File: src/rtl/jpeg_pkg.sv
// Shared JPEG decode-path types and constants.
//   coef_t      : signed coefficient, `Q bits
//   comp_t      : colour component id for the default three-component build
//   rbb_state_e : block builder FSM states
//   ZRL_RUN     : run code that, with value 0, stands for sixteen zeros
`ifndef Q
`define Q 16
`endif
`ifndef BLOCK_BUFF_SIZE
`define BLOCK_BUFF_SIZE 64
`endif

package jpeg_pkg;
  localparam int unsigned COEF_W       = `Q;
  localparam int unsigned LINE_LEN     = `BLOCK_BUFF_SIZE;
  localparam int unsigned NUM_COMP_DEF = 3;
  localparam int unsigned COMP_W       = $clog2(NUM_COMP_DEF);

  typedef logic signed [COEF_W-1:0] coef_t;
  typedef logic [COMP_W-1:0]        comp_t;

  typedef enum logic {
    FILL = 1'b0,
    HOLD = 1'b1
  } rbb_state_e;

  localparam logic [3:0] ZRL_RUN = 4'd15;
endpackage

File: src/rtl/dc_predictor.sv
// Per-component DC predictors with a read-add-write port.
//   clock, reset : clock, synchronous active-high reset
//   clr          : restart marker, zeroes every predictor (wins over upd)
//   upd          : store sum into the predictor selected by comp
//   comp         : component select
//   diff         : DC difference to add
//   sum          : predictor[comp] + diff, wraps at COEF_W bits
`ifndef Q
`define Q 16
`endif

module dc_predictor
  import jpeg_pkg::*;
#(
  parameter int unsigned NUM_COMP = 3
) (
  input  logic                        clock,
  input  logic                        reset,
  input  logic                        clr,
  input  logic                        upd,
  input  logic [$clog2(NUM_COMP)-1:0] comp,
  input  coef_t                       diff,
  output coef_t                       sum
);

  coef_t r_pred [NUM_COMP];
  coef_t w_cur;

  // Out-of-range ids read as zero rather than X.
  always_comb begin
    w_cur = '0;
    for (int unsigned i = 0; i < NUM_COMP; i++) begin
      if (32'(comp) == i) w_cur = r_pred[i];
    end
  end

  assign sum = w_cur + diff;

  always_ff @(posedge clock) begin
    if (reset || clr) begin
      for (int unsigned i = 0; i < NUM_COMP; i++) r_pred[i] <= '0;
    end else if (upd) begin
      for (int unsigned i = 0; i < NUM_COMP; i++) begin
        if (32'(comp) == i) r_pred[i] <= sum;
      end
    end
  end

endmodule

File: src/rtl/rle_block_builder.sv
// Run-length expander: turns (run, value) symbols into a 64-entry zigzag line.
//   clock, reset          : clock, synchronous active-high reset
//   sym_valid/sym_ready   : symbol handshake
//   sym_eob               : end of block (run/value ignored)
//   sym_run, sym_value    : zeros before value, signed value (DC diff on first)
//   sym_comp              : component, sampled on the DC symbol
//   dc_reset              : restart marker, clears DC predictors
//   line_valid/line_ready : completed-block handshake
//   line, line_comp       : coefficients (index 0 = DC) and their component
//   err_ovf               : sticky run overflow / EOB-as-DC flag
`ifndef Q
`define Q 16
`endif
`ifndef BLOCK_BUFF_SIZE
`define BLOCK_BUFF_SIZE 64
`endif

module rle_block_builder
  import jpeg_pkg::*;
#(
  parameter int unsigned NUM_COMP = 3
) (
  input  logic                                  clock,
  input  logic                                  reset,
  input  logic                                  sym_valid,
  output logic                                  sym_ready,
  input  logic                                  sym_eob,
  input  logic [3:0]                            sym_run,
  input  logic [`Q-1:0]                         sym_value,
  input  logic [$clog2(NUM_COMP)-1:0]           sym_comp,
  input  logic                                  dc_reset,
  output logic                                  line_valid,
  input  logic                                  line_ready,
  output logic [`BLOCK_BUFF_SIZE-1:0][`Q-1:0]   line,
  output logic [$clog2(NUM_COMP)-1:0]           line_comp,
  output logic                                  err_ovf
);

  rbb_state_e r_state, w_next;
  logic [6:0] r_idx;
  logic [`BLOCK_BUFF_SIZE-1:0][`Q-1:0] r_line;
  logic [$clog2(NUM_COMP)-1:0] r_line_comp;
  logic r_err;

  logic  w_accept, w_dc, w_ovf, w_last, w_done;
  logic [6:0] w_pos;
  coef_t w_dc_sum;

  assign w_accept = sym_valid && (r_state == FILL);
  assign w_dc     = (r_idx == 7'd0);
  assign w_pos    = r_idx + {3'b000, sym_run};
  assign w_ovf    = (w_pos > 7'd63);
  assign w_last   = (w_pos == 7'd63);
  // A block ends on EOB, on overflow, or once position 63 has been written.
  assign w_done   = sym_eob || (!w_dc && (w_ovf || w_last));

  dc_predictor #(.NUM_COMP(NUM_COMP)) u_pred (
    .clock (clock),
    .reset (reset),
    .clr   (dc_reset),
    .upd   (w_accept && w_dc && !sym_eob),
    .comp  (sym_comp),
    .diff  (coef_t'(sym_value)),
    .sum   (w_dc_sum)
  );

  always_ff @(posedge clock) begin
    if (reset) r_state <= FILL;
    else       r_state <= w_next;
  end

  always_comb begin
    w_next     = r_state;
    sym_ready  = 1'b0;
    line_valid = 1'b0;
    case (r_state)
      FILL: begin
        sym_ready = 1'b1;
        if (w_accept && w_done) w_next = HOLD;
      end
      HOLD: begin
        line_valid = 1'b1;
        if (line_ready) w_next = FILL;
      end
      default: w_next = FILL;
    endcase
  end

  always_ff @(posedge clock) begin
    if (reset) begin
      r_idx       <= '0;
      r_line      <= '0;
      r_line_comp <= '0;
      r_err       <= 1'b0;
    end else if (w_accept) begin
      if (sym_eob) begin
        if (w_dc) r_err <= 1'b1;
      end else if (w_dc) begin
        r_line[0]   <= w_dc_sum;
        r_line_comp <= sym_comp;
        r_idx       <= 7'd1;
      end else if (w_ovf) begin
        r_err <= 1'b1;
      end else begin
        r_line[w_pos[5:0]] <= sym_value;
        r_idx              <= w_pos + 7'd1;
      end
    end else if ((r_state == HOLD) && line_ready) begin
      // Clearing on hand-off means the next block starts zero-filled.
      r_line <= '0;
      r_idx  <= '0;
    end
  end

  assign line      = r_line;
  assign line_comp = r_line_comp;
  assign err_ovf   = r_err;

endmodule
File: config.mk
export PLATFORM = sky130hd
export DESIGN_NAME = rle_block_builder
export DESIGN_NICKNAME = d
export VERILOG_FILES = /design/src/rtl/jpeg_pkg.sv /design/src/rtl/dc_predictor.sv /design/src/rtl/rle_block_builder.sv
export SDC_FILE = /design/constraint.sdc
export NUM_CORES = 2
export LEC_CHECK = 0
export ABC_AREA = 1
export CELL_PAD_IN_SITES_DETAIL_PLACEMENT = 0
export CELL_PAD_IN_SITES_GLOBAL_PLACEMENT = 1
export CORE_AREA = 2 2 413 415
export CTS_BUF_LIST = sky130_fd_sc_hd__clkbuf_4
export CTS_CLUSTER_DIAMETER = 200
export DETAILED_ROUTE_END_ITERATION = 10
export DIE_AREA = 0 0 415 417
export PLACE_DENSITY_LB_ADDON = 0.1
export SETUP_SLACK_MARGIN = 0.3
export SYNTH_ARGS = -nofsm -noshare
export SYNTH_HDL_FRONTEND = slang
export SYNTH_SLANG_ARGS = --single-unit
File: constraint.sdc
create_clock -name clock -period 4.3 [get_ports clock]
set_input_delay 1.29 -clock clock [delete_from_list [all_inputs] [get_ports clock]]
set_output_delay 1.29 -clock clock [all_outputs]
set_load 0.02 [all_outputs]
# Yosys cells after proc, flatten, opt, wreduce, memory -nomap -nowiden
# Memory sizes are Yosys's and may differ from the RTL's.
# Cells that the tools add are included.
[word_totals] ff_bits=1035 ram_bits=48 in_bits=28 output_inout_bits=1029 wordCells=152 memories=1
[classes] add_sub_neg=3 magnitude_cmp=3 n_eq_ne=9 n_mux=43 bitwise=5 reduce_logical=20
[memory_table] name="u_pred.r_pred" depth=3 width=16 rd=3 rd_clocked_by_memory_dff=0 write_ports=3 line_no="dc_predictor.sv:26" source="coef_t r_pred [NUM_COMP];"
[ops] operator="1024-bit 2-to-1 mux" count=4
[ops] operator="1024-bit bitwise mux" count=1
[ops] operator="1008-bit 2-to-1 mux" count=1
[ops] operator="16-bit 2-to-1 mux" count=8
[ops] operator="16-bit demux with 6-bit select" count=1
[ops] operator="7-bit 2-to-1 mux" count=5
[ops] operator="1-bit 2-to-1 mux" count=22
[ops] operator="16-bit adder" count=1
[ops] operator="2-bit inequality test (second input constant)" count=4
[ops] operator="4-bit AND reduction" count=2
[ops] operator="7-bit by 1-bit adder with 7-bit output (second input constant)" count=1
[ops] operator="7-bit by 4-bit adder with 7-bit output" count=1
[ops] operator="7-bit by 6-bit == test with 1-bit output (second input constant)" count=1
[ops] operator="7-bit by 6-bit > comparator with 1-bit output (second input constant)" count=1
[ops] operator="1-bit logical AND" count=7
[ops] operator="7-bit zero test" count=1
[ops] operator="6-bit by 7-bit < comparator with 1-bit output (second input constant)" count=1
[ops] operator="6-bit by 1-bit >= comparator with 1-bit output (second input constant)" count=1
[ops] operator="3-bit AND reduction" count=2
[ops] operator="2-bit nonzero test" count=2
[ops] operator="1-bit logical OR" count=3
[ops] operator="3-bit inequality test (second input constant)" count=1
[ops] operator="1-bit bitwise OR" count=3
[ops] operator="2-bit by 1-bit == test with 1-bit output (second input constant)" count=1
[ops] operator="6 further kinds" count=8

# Logic depth before layout (Yosys ltp)
[logic_depth] depth_word=10 ltp_mapped=20 mapped_depth_nobuf=20

# By module
# From an unflattened synthesis, not the netlist that was laid out.
[unflattened] hier_cells=5571 area_unflattened_um2=44901.8
[modules_own_cells] module="rle_block_builder" instances=1 cells_each=5241 area_each_um2=42037.8
[modules_own_cells] module="dc_predictor" instances=1 cells_each=330 area_each_um2=2864.0

# Least setup slack after synthesis
# No wires, ideal clock.
[synth_timing] path_type="input to register" from="input sym_run[0]" to="register r_line (netlist bit line[261])" t_arrival_ns=3.543 required_ns=4.168 slack_ns=0.624 path_stages=16 path_buffers=2 cell_sequence="ha_1 -> inv_1 -> fa_1 -> inv_1 -> ha_1 -> inv_1 -> nor2_1 -> nand3_1 -> nand3_2 -> nand3_2 -> nand2_4 -> buf_6 -> nand3_2 -> buf_4 -> nand2_1 -> a21oi_1"
[synth_between] elab_chain_len=10
[synth_lines] element="from (decl)" line_no="rle_block_builder.sv:28" source="input logic [3:0] sym_run,"
[synth_lines] element="7-bit by 4-bit adder with 7-bit output (*)" line_no="rle_block_builder.sv:51" source="assign w_pos = r_idx + {3'b000, sym_run};"
[synth_lines] element="6-bit by 7-bit < comparator with 1-bit output (not written as such) / 6-bit by 1-bit >= comparator with 1-bit output (equally long branches)" line_no="rle_block_builder.sv:105" source="r_line[w_pos[5:0]] <= sym_value;"
[synth_lines] element="1-bit logical AND (not written as such)" line_no="rle_block_builder.sv:105"
[synth_lines] element="16-bit 2-to-1 mux (not written as such)" line_no="rle_block_builder.sv:105"
[synth_lines] element="16-bit demux with 6-bit select" line_no="rle_block_builder.sv:105"
[synth_lines] element="1024-bit bitwise mux" line_no="rle_block_builder.sv:105"
[synth_lines] element="1024-bit 2-to-1 mux" line_no="rle_block_builder.sv:102" source="end else if (w_ovf) begin"
[synth_lines] element="1008-bit 2-to-1 mux" line_no="rle_block_builder.sv:98" source="end else if (w_dc) begin"
[synth_lines] element="1024-bit 2-to-1 mux" line_no="rle_block_builder.sv:96" source="if (sym_eob) begin"
[synth_lines] element="1024-bit 2-to-1 mux" line_no="rle_block_builder.sv:95" source="end else if (w_accept) begin"
[synth_lines] element="to (signal, indexed assignment)" line_no="rle_block_builder.sv:105"
[synth_lines] element="to (decl)" line_no="rle_block_builder.sv:41" source="logic [`BLOCK_BUFF_SIZE-1:0][`Q-1:0] r_line;"
# Mark *: on every way between the ends. The rest lies on a longest branch, timed or not. The select of a mux whose other input is x is not followed.
# A chain may end at the register's enable or synchronous reset.

# Final worst setup path
[layout_timing] from="register r_line (netlist bit line[593])" to="output line[593] (netlist name)"
[layout_rtl] element="to (decl)" line_no="rle_block_builder.sv:34" source="output logic [`BLOCK_BUFF_SIZE-1:0][`Q-1:0] line,"
# No word-level cell between the ends.

==> flow_metrics.py <==
metrics = {
    "status": {
        "status": "complete, no violations",
    },
    "floorplanning": {
        "num_io_pins": 1057,
        "initial_core_util": 0.265,
        "die_area_mm2": 0.173,
        "core_mm2": 0.169,
        "die_w_um": 415,
        "row_count": 151,
        "die_h_um": 417,
    },
    "clock_network": {
        "h-tree-depth": 5,
        "path_clk_slew_ns": 0.07,
        "cts-hold-fix-buffers": 0,
        "cts-root-buf": "clkbuf_4",
        "post_cts_buffers": 0,
        "cts_inserted_buffers": 333,
        "cts_tree": "done",
        "cts_buffer_depth": 4,
        "cts_resized": 0,
        "cts.sinks": 1083,
        "worstSkewPairLatency_ns": 1.34,
    },
    "yosys": {
        "ys_types": 40,
        "synth.top_cells.by_area": "dfxtp_1 46%, nand4_1 14%, a21oi_1 12%, nand2_1 9.7%, edfxtp_1 3.2%",
        "ys_ff_latch": 1083,
        "avgSynthCellArea_um2": 8.16,
        "ys.flop_type": "dfxtp_1",
        "synth_area_leader_cell": "dfxtp_1",
        "synth_fp_nets": 5518,
        "yosys_warnings": 0,
        "syn_inst": 5468,
        "ys_top_cells_by_count": "1155 x nand2_1, 1047 x a21oi_1, 1035 x dfxtp_1",
        "synth_top_area_share": 0.464,
        "ys_seq_area_frac": 0.496,
        "synthArstFlopShare": 0,
        "synth_area_mm2": 0.0446,
        "synth-edff-count": 48,
        "post-synth-top-count-cell": "nand2_1",
    },
    "final_layout": {
        "multi_input_area_mm2": 0.0193,
        "nets": 6701,
        "final_area_mm2": 0.0645,
        "nFillCells": 17400,
        "stdcell_count": 9072,
        "synthToLayoutAreaGrowth_pct": 44.6,
        "seqCellArea_mm2": 0.0222,
        "final_layout_size_suffix_gt1_frac": 0.155,
    },
    "sta": {
        "hold_slack_ns": 0.366,
        "fin_crit_sh": 0.877,
        "finalHoldViolCount": 0,
        "post-route-min-period_ns": 3.77,
        "rsz0062_at_grt": "no",
        "skew_ns": 0.0740,
        "tightestPinTransition_ns": 1.16,
        "slew_headroom": 0.219,
        "finalSetupTns_ns": 0,
        "max_freq_mhz": 265,
        "setup_viol": 0,
        "slew_viol_final": 0,
    },
    "route": {
        "wl_per_cell_um": 25.8,
        "routed_wl_um": 235000,
        "dr.pass1.iters": 6,
        "drt_iter0_markers": 3551,
        "vias": 47000,
        "ant_nets": 0,
        "viasPerCell": 5.18,
        "drc": 0,
    },
    "global_routing": {
        "grt_max_degree": 192,
        "grt_pass1_wl_um": 332000,
        "grt-ovfl-total": 0,
        "track_usage": 0.258,
        "antenna_found_initial": 16,
        "grt_pass1_vias": 45200,
    },
    "worst_setup_path": {
        "max_stage_delay_ns": 0.71,
        "r2r_end": "line[747]",
        "worst_setup_path_start_kind": "flip-flop",
        "crit_type": "flip-flop to primary output",
        "crit_path_end_kind": "primary output",
        "slowest_stage": "clkdlybuf4s50_1",
        "crit_fanout": 2,
        "crit_path_cell_trace": "clkdlybuf4s50_1",
        "critical_path_arrival_ns": 2.48,
        "critPathBufInv": 1,
        "cpLargestDelayFamily": "buffers and inverters",
        "rrSetupSlack_ns": 1.23,
        "ff2ff_path_depth": 16,
        "crit_required_ns": 3.01,
        "reg2reg_from": "r_idx[0]",
    },
    "placement": {
        "gp_congestion": 0.846,
        "placed_area_mm2": 0.0607,
        "hpwl_um": 149000,
        "placement.io_buffers": 1056,
        "dp_cells": 8534,
    },
    "pwr": {
        "clockPowerShare": 0.414,
        "p_sw_mw": 7.37,
        "power_frac_seq": 0.430,
        "ir_worst_vdd_mv": 0.304,
        "p_int_mw": 16.3,
        "combPwrFrac": 0.156,
        "swShare": 0.311,
        "p_leak_nw": 21.2,
        "power_density_mw_per_mm2": 367,
    },
    "min_path": {
        "hold_class": "input pin to flip-flop",
        "worstHoldEndpoint": "line[589]",
        "hold_start": "reset",
        "min_path_cells": 2,
    },
    "job": {
        "maxCapViolCount": 0,
    },
}
[flip-flops by register name, indices dropped and copies added, names as in the netlist]
| signal | cells |
|---|---|
| line | 1024 |
| u_pred.r_pred | 48 |
| r_idx | 7 |
| line_comp | 2 |
| err_ovf | 1 |
| r_state | 1 |
[logic make-up (layout without fill, tap and decap cells)]
family                     count (synthesis)  in the layout  synth area share
and+or+nand+nor                         2511           2511             0.292
AOI/OAI and AO/OA                       1136           1136             0.128
DFF                                     1083           1083             0.496
buffers and inverters                    710           2087            0.0755
adders and majority gates                 22             22           0.00650
xor gates and xnor gates                   6              6           0.00118
other                                      0              9                 0
[cell usage in the layout (no fill, tap or decap), types with 2 or more instances in the layout]
cell type,synthesis,final
nor2_4,23,39
nand3_2,41,41
nand4_1,1029,1029
clkbuf_4,0,473
nand2_1,1155,1154
dfxtp_1,1035,1035
nand3_1,34,34
or2_2,2,2
nor2_1,130,114
nor3_1,8,8
diode_2,0,9
nand3b_1,6,6
inv_1,94,86
inv_2,5,18
ha_1,20,20
fa_1,2,2
o22ai_1,7,7
o21ai_1,7,9
a21oi_1,1047,1047
clkinv_1,3,47
nand3_4,29,29
clkdlybuf4s50_1,0,1055
nand2_2,6,7
edfxtp_1,48,48
o21ai_0,68,65
a21o_1,4,4
buf_12,0,205
nor2_2,42,42
clkinv_2,0,6
xor2_1,4,4
buf_4,116,195
xnor2_1,2,2
[power by group through the flow]
stage	clock [mW]	combinational [mW]	sequential (mW)
final	9.80	3.70	10.2
after global routing	10.7	3.90	10.2
after CTS	10.1	3.72	10.2
after detailed placement	0	3.71	10.4
after global placement	0	3.73	10.4
after floorplan	0	1.86	10.4
[cell type report]
type,instances,area share
antenna,9,0.000349
clock buffer,473,0.0550
clock inverter,56,0.00376
inverter,102,0.00595
multi-input combinational,3675,0.298
sequential,1083,0.343
tap,2218,0.0430
timing repair buffer,1456,0.250
[worst max-delay path by stage]
stage	cells past startpoint	slack, ns	to	startpoint
after floorplan	16	0.62	line[261]	sym_run[0]
after CTS	1	0.30	line[593]	line[593]
after global placement	20	-0.21	line[14]	sym_comp[1]
final	1	0.53	line[593]	line[593]
after detailed placement	20	-0.21	line[14]	sym_comp[1]
after global routing	1	0.36	line[593]	line[593]
[metrics by stage]
step	power (mW)	util	worst slack (ns)
final	23.7	0.383	0.529
after global routing	24.8	0.383	0.359
after CTS	24.0	0.383	0.300
after detailed placement	14.1	0.360	-0.206
after global placement	14.1	0.360	-0.209
after floorplan	12.3	-	0.624
[per-layer routing]
metal  global-route usage  vias up  wire, um
li1                     -    22000         -
met1                0.311    22800     95600
met2                0.426     1777    113000
met3               0.0720      407     16300
met4                0.117        2      9640
met5                    0        -        13
Note: power is estimated with default switching activity, not from simulation.
